$ cat src/rtl/ssd_debug_display.sv
// Multiplexed decimal debug display: samples a probe value, converts it
// to BCD with a serial double-dabble engine and scans it across DIGITS.
module ssd_debug_display #(
    parameter int DATA_W      = 13,
    parameter int DIGITS      = 4,
    parameter int REFRESH_DIV = 100000,
    parameter bit ACTIVE_LOW  = 1'b1
) (
    input  logic              clk,
    input  logic              rst,
    input  logic [DATA_W-1:0] value,
    input  logic              load,
    input  logic              signed_mode,
    output logic              busy,
    output logic              done,
    output logic              overflow,
    output logic [DIGITS-1:0] anode,
    output logic [6:0]        seg
);

    localparam int NB    = DATA_W / 3 + 1;
    localparam int MAG_W = DATA_W + 1;
    localparam int BCD_W = 4 * NB;
    localparam int PAD_N = (NB > DIGITS) ? NB : DIGITS;
    localparam int CNT_W = $clog2(DATA_W + 2);
    localparam int RC_W  = (REFRESH_DIV > 1) ? $clog2(REFRESH_DIV) : 1;
    localparam int IDX_W = $clog2(DIGITS);

    localparam logic [3:0] CODE_DASH  = 4'hA;
    localparam logic [3:0] CODE_BLANK = 4'hF;

    typedef enum logic [1:0] {
        IDLE,
        SHIFT,
        COMMIT
    } state_t;

    state_t state_q, state_d;

    logic [MAG_W-1:0]        mag_q;
    logic [BCD_W-1:0]        bcd_q;
    logic [CNT_W-1:0]        bit_cnt;
    logic                    neg_q;
    logic                    done_q;
    logic                    ovf_q;
    logic [DIGITS-1:0][3:0]  buf_q;

    logic                    neg_in;
    logic [MAG_W-1:0]        sext;
    logic [MAG_W-1:0]        mag_in;
    logic [BCD_W-1:0]        bcd_adj;
    logic [4*PAD_N-1:0]      bcd_pad;
    logic [DIGITS-1:0][3:0]  buf_c;
    logic                    ovf_c;
    logic                    lead;
    logic [3:0]              nib;
    int                      avail;

    logic [RC_W-1:0]         refresh_cnt;
    logic [IDX_W-1:0]        digit_idx;
    logic [DIGITS-1:0]       anode_q;
    logic [6:0]              seg_q;

    function automatic logic [6:0] pattern(input logic [3:0] code);
        logic [6:0] p;
        case (code)
            4'd0:      p = 7'h3F;
            4'd1:      p = 7'h06;
            4'd2:      p = 7'h5B;
            4'd3:      p = 7'h4F;
            4'd4:      p = 7'h66;
            4'd5:      p = 7'h6D;
            4'd6:      p = 7'h7D;
            4'd7:      p = 7'h07;
            4'd8:      p = 7'h7F;
            4'd9:      p = 7'h6F;
            CODE_DASH: p = 7'h40;
            default:   p = 7'h00;
        endcase
        return p;
    endfunction

    // Magnitude is one bit wider so the most-negative input negates exactly.
    assign neg_in = signed_mode & value[DATA_W-1];
    assign sext   = {neg_in, value};
    assign mag_in = neg_in ? (~sext + MAG_W'(1)) : sext;

    always_comb begin
        bcd_adj = bcd_q;
        for (int i = 0; i < NB; i++) begin
            if (bcd_q[4*i +: 4] >= 4'd5)
                bcd_adj[4*i +: 4] = bcd_q[4*i +: 4] + 4'd3;
        end
    end

    assign bcd_pad = (4*PAD_N)'(bcd_q);

    always_comb begin
        avail = neg_q ? DIGITS - 1 : DIGITS;
        ovf_c = 1'b0;
        lead  = 1'b1;
        nib   = 4'd0;
        buf_c = '0;
        for (int i = 0; i < PAD_N; i++) begin
            if (i >= avail && bcd_pad[4*i +: 4] != 4'd0)
                ovf_c = 1'b1;
        end
        for (int i = DIGITS - 1; i >= 0; i--) begin
            nib = bcd_pad[4*i +: 4];
            if (ovf_c) begin
                buf_c[i] = CODE_DASH;
            end else if (i >= avail) begin
                buf_c[i] = neg_q ? CODE_DASH : CODE_BLANK;
            end else begin
                if (nib != 4'd0)
                    lead = 1'b0;
                buf_c[i] = (lead && i != 0) ? CODE_BLANK : nib;
            end
        end
    end

    always_comb begin
        state_d = state_q;
        unique case (state_q)
            IDLE:    if (load) state_d = SHIFT;
            SHIFT:   if (bit_cnt == CNT_W'(DATA_W)) state_d = COMMIT;
            COMMIT:  state_d = IDLE;
            default: state_d = IDLE;
        endcase
    end

    always_ff @(posedge clk or posedge rst) begin
        if (rst) begin
            state_q  <= IDLE;
            mag_q    <= '0;
            bcd_q    <= '0;
            bit_cnt  <= '0;
            neg_q    <= 1'b0;
            done_q   <= 1'b0;
            ovf_q    <= 1'b0;
            buf_q    <= '1;
            buf_q[0] <= 4'd0;
        end else begin
            state_q <= state_d;
            done_q  <= 1'b0;
            unique case (state_q)
                IDLE: begin
                    if (load) begin
                        mag_q   <= mag_in;
                        neg_q   <= neg_in;
                        bcd_q   <= '0;
                        bit_cnt <= '0;
                    end
                end
                SHIFT: begin
                    {bcd_q, mag_q} <= {bcd_adj, mag_q} << 1;
                    bit_cnt        <= bit_cnt + CNT_W'(1);
                end
                COMMIT: begin
                    buf_q  <= buf_c;
                    ovf_q  <= ovf_c;
                    done_q <= 1'b1;
                end
                default: ;
            endcase
        end
    end

    // Outputs reload only at the start of a scan period, so a buffer
    // update never changes the lit digit part-way through its slot.
    always_ff @(posedge clk or posedge rst) begin
        if (rst) begin
            refresh_cnt <= '0;
            digit_idx   <= '0;
            anode_q     <= {DIGITS{ACTIVE_LOW}};
            seg_q       <= {7{ACTIVE_LOW}};
        end else begin
            if (refresh_cnt == RC_W'(REFRESH_DIV - 1)) begin
                refresh_cnt <= '0;
                if (digit_idx == IDX_W'(DIGITS - 1))
                    digit_idx <= '0;
                else
                    digit_idx <= digit_idx + IDX_W'(1);
            end else begin
                refresh_cnt <= refresh_cnt + RC_W'(1);
            end
            if (refresh_cnt == '0) begin
                anode_q <= (DIGITS'(1) << digit_idx) ^ {DIGITS{ACTIVE_LOW}};
                seg_q   <= pattern(buf_q[digit_idx]) ^ {7{ACTIVE_LOW}};
            end
        end
    end

    assign busy     = (state_q != IDLE);
    assign done     = done_q;
    assign overflow = ovf_q;
    assign anode    = anode_q;
    assign seg      = seg_q;

endmodule

$ cat config.mk
export PLATFORM = sky130hd
export DESIGN_NAME = ssd_debug_display
export DESIGN_NICKNAME = d
export VERILOG_FILES = /design/src/rtl/ssd_debug_display.sv
export SDC_FILE = /design/constraint.sdc
export NUM_CORES = 1
export LEC_CHECK = 0
export CORE_UTILIZATION = 59
export DETAILED_ROUTE_END_ITERATION = 10
export PLACE_DENSITY = 0.8
export SYNTH_ARGS = -nofsm -noshare
export SYNTH_HDL_FRONTEND = slang
export SYNTH_SLANG_ARGS = --single-unit
$ cat constraint.sdc
create_clock -name clk -period 2.98 [get_ports clk]
set_input_delay 0.447 -clock clk [delete_from_list [all_inputs] [get_ports clk]]
set_output_delay 0.447 -clock clk [all_outputs]
set_load 0.02 [all_outputs]
Word level (Yosys, flattened, before mapping)
Memory sizes are Yosys's and may differ from the RTL's.
Index checks and enable logic that the tools add are counted.
{"block": "word_totals", "reg_bits": 89, "latch_bits": 0, "ramBits": 0, "mem_bits_ro": 112, "inputBits": 17, "out_inout_bits": 14, "wordCells": 115, "mem_count": 1}
{"name": "(name not given)", "depth": 16, "width": 7, "read_ports": 1, "rd_clocked_by_memory_dff": 0, "write_ports": 0, "line": "66", "text": "case (code)"}
{"block": "op_classes", "addsub": 9, "mul": 0, "div_mod_pow": 0, "n_lt_le_gt_ge": 11, "eq_ne": 7, "n_shift": 1, "muxes": 50, "n_bitwise": 4, "n_reduce_logical": 17}
{"op": "$mux W4", "n": 17}
{"op": "$pmux W20 S2", "n": 1}
{"op": "$mux W14", "n": 2}
{"op": "$pmux W14 S2", "n": 1}
{"op": "$ge A4 B3 Y1 const B", "n": 5}
{"op": "$mux W20", "n": 1}
{"op": "$reduce_bool A4 Y1", "n": 5}
{"op": "$add A17 B1 Y17 const B", "n": 1}
{"op": "$eq A17 B17 Y1 const B", "n": 1}
{"op": "$logic_not A17 Y1", "n": 1}
{"op": "$mux W1", "n": 17}
{"op": "$mux W17", "n": 1}
{"op": "$add A4 B2 Y4 const B", "n": 4}
{"op": "$add A14 B1 Y14 const B", "n": 1}
{"op": "$not A14 Y14", "n": 1}
{"op": "$mux W3", "n": 3}
{"op": "$bmux W4 S2", "n": 1}
{"op": "$pmux W4 S2", "n": 1}
{"op": "$mux W7", "n": 1}
{"op": "$not A7 Y7", "n": 1}
{"op": "$ge A1 B3 Y1 const A", "n": 2}
{"op": "$ge A2 B3 Y1 const A", "n": 2}
{"op": "$mux W2", "n": 3}
{"op": "$reduce_and A2 Y1", "n": 3}
{"op": "16 further kinds", "n": 23}

Longest topological paths before layout
Gate-level depths: netlist of the first run.
{"block": "logic_depth", "word_depth": 20, "ltp_mapped": 8, "mapped_depth_nobuf": 7}

Worst setup path before layout of the first run
OpenSTA, ideal clock, no wires.
{"block": "synth_timing", "path_type": "register to register", "startpoint": "reg digit_idx[0]", "endpoint": "reg seg_q[2] (netlist: seg[2])", "setup_ns": 0.059, "arrival_ns": 1.958, "required_ns": 2.921, "path_slack_ns": 0.962, "path_stages_with_launch": 9, "path_buffers": 1, "synth_period_minus_slack_ns": 2.018, "path_cell_list": "dfrtp_1 > buf_6 > mux4_1 > inv_1 > ha_1 > inv_1 > or3_1 > o21ai_0 > mux2_2"}
{"block": "synth_between", "elab_chain_cells": 5}
{"element": "start, declared", "line": "60", "text": "logic [IDX_W-1:0] digit_idx;"}
{"element": "start signal, assigned", "line": "183", "text": "digit_idx <= digit_idx + IDX_W'(1);"}
{"element": "$bmux W4 S2", "line": "189", "text": "seg_q <= pattern(buf_q[digit_idx]) ^ {7{ACTIVE_LOW}};"}
{"element": "$mux W4 (implied by the code)", "line": "189"}
{"element": "$mem_v2 Z16 W7"}
{"element": "$mux W7", "line": "187", "text": "if (refresh_cnt == '0) begin"}
{"element": "$not A7 Y7 (no source line)"}
{"element": "end signal, assigned", "line": "176", "text": "seg_q <= {7{ACTIVE_LOW}};"}
{"element": "end signal, assigned", "line": "189"}
{"element": "end, declared", "line": "62", "text": "logic [6:0] seg_q;"}
No other way between the ends. The select of a mux whose other input is x is not followed.
A chain may end at the register's enable or synchronous reset.

Worst setup path after layout of the first run
{"block": "layout_timing", "startpoint": "reg bcd_q[12] (netlist: bcd_pad[12])", "endpoint": "reg buf_q[9] (netlist name)"}
{"block": "layout_between", "elab_chain_cells": 11, "elab_cells_between_ends": 14, "classes_between": "mux (12); reduce/logical (2)"}
{"element": "start, declared", "line": "41", "text": "logic [BCD_W-1:0] bcd_q;"}
{"element": "start signal, assigned", "line": "156", "text": "{bcd_q, mag_q} <= {bcd_adj, mag_q} << 1;"}
{"element": "$reduce_bool A4 Y1 *", "line": "105, 115"}
{"element": "$mux W1", "line": "115", "text": "if (nib != 4'd0)"}
{"element": "$mux W1", "line": "112", "text": "end else if (i >= avail) begin"}
{"element": "$mux W1", "line": "110", "text": "if (ovf_c) begin"}
{"element": "$mux W1", "line": "112"}
{"element": "$mux W1", "line": "115"}
{"element": "$mux W1", "line": "112"}
{"element": "$mux W1", "line": "110"}
{"element": "$mux W4", "line": "117", "text": "buf_c[i] = (lead && i != 0) ? CODE_BLANK : nib;"}
{"element": "$mux W4", "line": "112"}
{"element": "$mux W4 *", "line": "110"}
{"element": "end signal, assigned", "line": "160", "text": "buf_q <= buf_c;"}
{"element": "end, declared", "line": "46", "text": "logic [DIGITS-1:0][3:0] buf_q;"}
Every way passes the cells marked *; elsewhere a longest branch is shown, timed or not. The select of a mux whose other input is x is not followed.

==> metrics.txt, run 1 <==
peak supply drop 0.000477 V; Synth top area share between 30 and 40%; number of buffers inserted to repair setup after CTS 0; Fill cells slightly below 600; cell taking the most area after synthesis dfrtp_1; setup tns final 0 ps; antenna cells 0; Post-DP HPWL ~6600 um; antenna-violating nets left 0; clock tree from TritonCTS done; signed area change from the synthesized netlist to the final layout 13.4%; relative slew slack ~45%; worst path cell trace inv_1 > ha_1 > or3b_4 > a2111oi_4 > nand2b_1 > o22a_1; #FFs+latches synth 89; hold bufs inserted after CTS 0; antenna violations before repair 0; total of max-cap violations 0; average wire per cell in the routed design 15.6 um; status finished clean; nets in the synthesized netlist 496; ys async rst share 100%; clock latency at the later pin of the worst-skew pair about 360 ps; per-instance average area after synthesis roughly 11 um2; number of global-route vias before repair approximately 3600; TritonCTS Buffers 9; total non-filler cell area in the finished layout between 5000 and 6000 um2; Fmax 442 MHz; # setup viols final 0; routability congestion estimate around 0.86; Post-synth EDFFs 0; Initial Util between 60% and 70%; unique cell type count in the Yosys netlist 54; number of violations reported at the end of detailed-routing iteration 0 between 100 and 150; clock period minus worst slack around 2300 ps; quantity of I/O buffers inserted on ports 30; setup repair after global routing missed its margin false; total congestion overflow 0; cell types with the highest counts after synthesis dfrtp_1 (66), inv_1 (33), nand2_1 (31); area occupied by multi-input gates around 2300 um2; number of max-slew violations in the final report 0; power density normalized to cell area slightly below 800 nW/um2; critical path arrival around 2600 ps; most numerous cell in the Yosys netlist dfrtp_1; Sequential cell area between 2000 and 2500 um2; main area contributors after synthesis dfrtp_1 (35%), dfstp_2 (13%), ha_1 (7.1%), xnor2_1 (3.5%), o21ai_0 (2.8%); number of levels in the clock H-tree 3; vertical die dimension approximately 92 um; count of yosys warnings during synthesis 0; Die Span X ~92 um; Placed Instance Area 5190 um2; Core Rows 32; WP data required approximately 3300 ps; share of the clock period used by the worst path between 70 and 80%; count of buffering cells on the critical path with inverters included 1; Post-CTS Resized 0; cell family with most CP delay compound AO/OA/AOI/OAI gates; placeable core region about 7800 um2; CTS sink cnt 89; Root Buffer Master clkbuf_8; maximum clock path buffer count 2; clock tree skew after final layout 13.6 ps; leading register cell type out of synthesis dfrtp_1; first-pass GRT wire length about 16000 um; Largest stage delay, worst path a little over 600 ps; endpoint kind of the worst setup timing path register; critical-path cell with the highest stage delay a2111oi_4; static leakage power around 2.3 nW; WS Path Type reg2reg; Syn Inst Count 452; first-pass detailed-route iteration total 4; number of hold violations in the final report 0; fraction of final layout cells with drive strength greater than 1 14.9%; Post-Route WL about 9200 um; largest net degree at the start of global routing 56; I/O pin count 31; number of nets in the finished design around 530; Clk pin slew, worst setup/hold paths approximately 90 ps; total track usage approximately 24%; Worst Hold Class in2async; Worst setup SP type register; # DRC 0; total vias in the final route approximately 3400; Vias/cell 5.82; full die area around 8400 um2; cell area after technology mapping between 4000 and 5000 um2; transition time of the tightest slew-check pin 830 ps; proportion of synthesized chip area in sequential cells ~47%; biggest fanout along the worst timing path 11
==> worst register-to-register path, stage by stage (launching register included) <==
cell and delay [ps]:
dfrtp_1 420, inv_1 120, ha_1 240, or3b_4 440, a2111oi_4 630, nand2b_1 150
o22a_1 200
==> worst paths after layout <==
kind | from | endpoint | slack (ps) | cells after the start
min in group clk | buf_q[10] | buf_q[10] | 460 | 2
setup / recovery | bcd_pad[12] | buf_q[9] | 720 | 6
hold reg to reg | buf_q[10] | buf_q[10] | 460 | 2
hold / removal | rst | bit_cnt[1] | 450 | 2
max in group asynchronous | rst | buf_q[6] | 1780 | 3
setup reg to reg | bcd_pad[12] | buf_q[9] | 720 | 6
==> state kept, by name (all words and copies together), names as in the netlist <==
signal / cells
overflow: 1
mag_q: 14
refresh_cnt: 17
state_q: 2
bcd_pad: 20
bit_cnt: 4
neg_q: 1
buf_q: 16
done: 1
seg: 7
digit_idx: 2
anode: 4
==> cell type report <==
type / instances / share of cell area [%]
repair buffers: 39 / 7.04
multi-input cells: 311 / 42.5
well taps: 102 / 2.36
flip-flops and latches: 89 / 41.7
clock inverters: 5 / 1.18
clock buffers: 11 / 2.80
inverters: 34 / 2.38
==> per-layer routing <==
| metal | track usage [%] | wire (um) | share of wire [%] | up-vias |
|---|---|---|---|---|
| li1 | - | - | - | 1671 |
| met1 | 30.9 | 4050 | 44 | 1681 |
| met2 | 41.7 | 4690 | 51 | 72 |
| met3 | 3.15 | 280 | 3.0 | 17 |
| met4 | 10.9 | 202 | 2.2 | 0 |
| met5 | 0 | 0 | 0 | - |
==> cells by family after synthesis <==
family,after synthesis,share of synthesized area (%)
multiplexers,26,7.04
adder cells (fa/ha/maj),27,7.09
AO/OA/AOI/OAI,106,15.3
buffers and inverters,52,4.57
XOR/XNOR,29,5.33
flip-flops,89,47.3
AND/OR/NAND/NOR,123,13.3
==> where the power goes <==
group	internal, mW	switching [mW]
Sequential	1.51	0.262
Combinational	0.709	0.826
Clock	0.438	0.439
Total	2.66	1.53
==> per-stage QoR <==
step / utilization [%] / hold WS (ps) / worst slack, ps / total power [mW] / std cells
global route: 69.6 / 473 / 579 / 4.49 / 591
CTS: 69.6 / 459 / 728 / 4.21 / 591
detailed placement: 66.8 / 445 / 747 / 3.33 / 575
floorplan: - / 431 / 264 / 2.92 / 452
finish: 69.6 / 451 / 716 / 4.19 / 591
global placement: 66.8 / 443 / 834 / 3.24 / 575
==> layout by cell type, fill, tap and decap left out, types with 6 or more instances in the layout <==
cell	count
o21ai_0	27
inv_1	32
dfstp_2	23
mux2i_1	11
dfrtp_1	66
mux2_2	10
a22o_1	8
nand3_1	11
clkdlybuf4s50_1	30
ha_1	27
xor2_1	10
o31ai_1	6
a21oi_1	20
a31oi_1	6
nor2_1	27
clkbuf_8	11
xnor2_1	19
a22oi_1	9
o22ai_1	9
buf_4	8
nand2_1	31
nand2b_1	11
Note: power is estimated with default switching activity, not from simulation.
==> inputs of run 2 (changes only) <==
==> constraint.sdc (replaced) <==
create_clock -name clk -period 2.4 [get_ports clk]
set_input_delay 0.36 -clock clk [delete_from_list [all_inputs] [get_ports clk]]
set_output_delay 0.36 -clock clk [all_outputs]
set_load 0.02 [all_outputs]
==> metrics.txt, run 2 (synthesis results as in run 1) <==
worst flop-to-flop path startpoint digit_idx[0]; worst setup path endpoint seg[2]; Die Span X 91.9 um (unchanged); clock tree skew after final layout 9.33 ps (-4.23 ps); full die area 8440 um2 (unchanged); terminus of the critical flop-to-flop path seg[2]; worst setup path startpoint digit_idx[0]; antenna-violating nets left 0 (unchanged); transition time of the tightest slew-check pin 821 ps (-8.99 ps); antenna cells 0 (unchanged); Core Rows 32 (unchanged); number of buffers inserted to repair setup after CTS 0 (unchanged); static leakage power 2.31 nW (-0.70%); number of global-route vias before repair 3416 (-4.0%); I/O pin count 31 (unchanged); Worst Hold Class in2async; fraction of final layout cells with drive strength greater than 1 14.5% (-0.44 points); leading cell types in the layout, fill and taps excluded dfrtp_1 (66), inv_1 (32), nand2_1 (31); placeable core region 7770 um2 (unchanged); Clk pin slew, worst setup/hold paths 80 ps (about the same); TritonCTS Buffers 9 (unchanged); total vias in the final route 3443 (+0.058%); vertical die dimension 91.9 um (unchanged); Initial Util 61.4% (unchanged); peak supply drop 0.000470 V (-1.6%); Vias/cell 5.82 (-0.11%); first-pass detailed-route iteration total 6 (+2); relative slew slack 45.3% (+0.60 points); critical path arrival 2550 ps (about the same); hold bufs inserted after CTS 0 (unchanged); Root Buffer Master clkbuf_8; power density normalized to cell area 933 nW/um2 (+20%); Post-Route WL 8920 um (-3.2%); number of levels in the clock H-tree 3 (unchanged); most common cell after layout, fill and taps aside dfrtp_1; # setup viols final 0 (unchanged); number of nets in the finished design 529 (+0.19%); clock tree from TritonCTS done; endpoint kind of the worst setup timing path register; Post-DP HPWL 6470 um (-2.5%); Placed Instance Area 5200 um2 (+0.19%); first-pass GRT wire length 15400 um (-5.3%); flip-flop count of the largest register after layout 20 (unchanged); clock latency at the later pin of the worst-skew pair 350 ps (about the same); quantity of I/O buffers inserted on ports 30 (unchanged); status finished clean; biggest fanout along the worst timing path 9 (-2); total congestion overflow 0 (unchanged); number of max-slew violations in the final report 0 (unchanged); signed area change from the synthesized netlist to the final layout 12.8%; total non-filler cell area in the finished layout 5380 um2 (-0.51%); number of violations reported at the end of detailed-routing iteration 0 130 (unchanged); total of max-cap violations 0 (unchanged); WS Path Type reg2reg; average wire per cell in the routed design 15.1 um (-3.4%); number of cells on the worst reg-to-reg path 7 (+1); routability congestion estimate 0.812 (-5.5%); # DRC 0 (unchanged); maximum clock path buffer count 2 (unchanged); share of the clock period used by the worst path 93.9% (+18 points); total track usage 22.8% (-1.6 points); WP data required 2700 ps (-570 ps); Worst setup SP type register; clock period minus worst slack 2250 ps (-10.3 ps); setup repair after global routing missed its margin false; CTS sink cnt 89 (unchanged); number of hold violations in the final report 0 (unchanged); setup tns final 0 ps (unchanged); Post-CTS Resized 0 (unchanged); worst-case register-to-register setup slack 150 ps (-570 ps); Fmax 444 MHz (+0.46%); antenna violations before repair 0 (unchanged); largest net degree at the start of global routing 47 (-16%)
==> run 2: cell count changes in the layout (fill, tap and decap cells not counted) <==
| cell | delta |
|---|---|
| clkinv_2 | +1 |
| clkinv_4 | -3 |
| clkbuf_8 | -2 |
| clkbuf_16 | +1 |
| bufinv_16 | -1 |
| buf_4 | +1 |
| clkinvlp_4 | +1 |
| clkbuf_1 | +3 |
==> run 2: how the worst min path moves through the flow <==
stage                     slack, ps     start               to
after floorplan                 430  buf_q[4]         buf_q[4]
after global placement          440  buf_q[8]         buf_q[8]
after detailed placement        440  buf_q[8]         buf_q[8]
after CTS                       390       rst  refresh_cnt[14]
after global routing            400       rst             done
final                           380       rst             done
==> run 2: per-stage QoR <==
step / hold slack, ps / setup slack, ps / util (%) / power (mW) / cells
after floorplan: 431 / 382 / - / 3.63 / 452
after global placement: 442 / 267 / 66.9 / 4.00 / 576
after detailed placement: 443 / 169 / 66.9 / 4.09 / 576
after CTS: 390 / 147 / 69.2 / 5.04 / 592
after global routing: 404 / 78.1 / 69.2 / 5.36 / 592
final: 384 / 146 / 69.2 / 5.02 / 592
==> run 2: power breakdown <==
part           internal, mW  total [mW]  switching (mW)
Sequential             1.88        2.20           0.316
Clock                 0.438       0.948           0.510
Combinational         0.865        1.87            1.01
==> run 2: layout make-up <==
cell class	instances	area (um2)
clock buffers	13	160
clock inverters	3	17.5
fillers	600	2390
inverters	34	131
multi-input cells	311	2300
flip-flops and latches	89	2260
well taps	102	128
repair buffers	40	388
==> run 2: worst max-delay path, cell delays in order (launching register included) <==
cell     delay [ps]
dfrtp_1         560
mux4_1          680
inv_1           150
ha_1            160
inv_1            50
or3_1           360
o21ai_0          80
mux2_2          170
==> run 2: metal layers <==
layer / wire length, um / GRT usage (%) / up-vias
met2: 4550 / 40.4 / 52
li1: - / - / 1668
met3: 227 / 4.31 / 6
met4: 56 / 5.73 / 0
met5: 0 / 0 / -
met1: 4090 / 28.8 / 1717
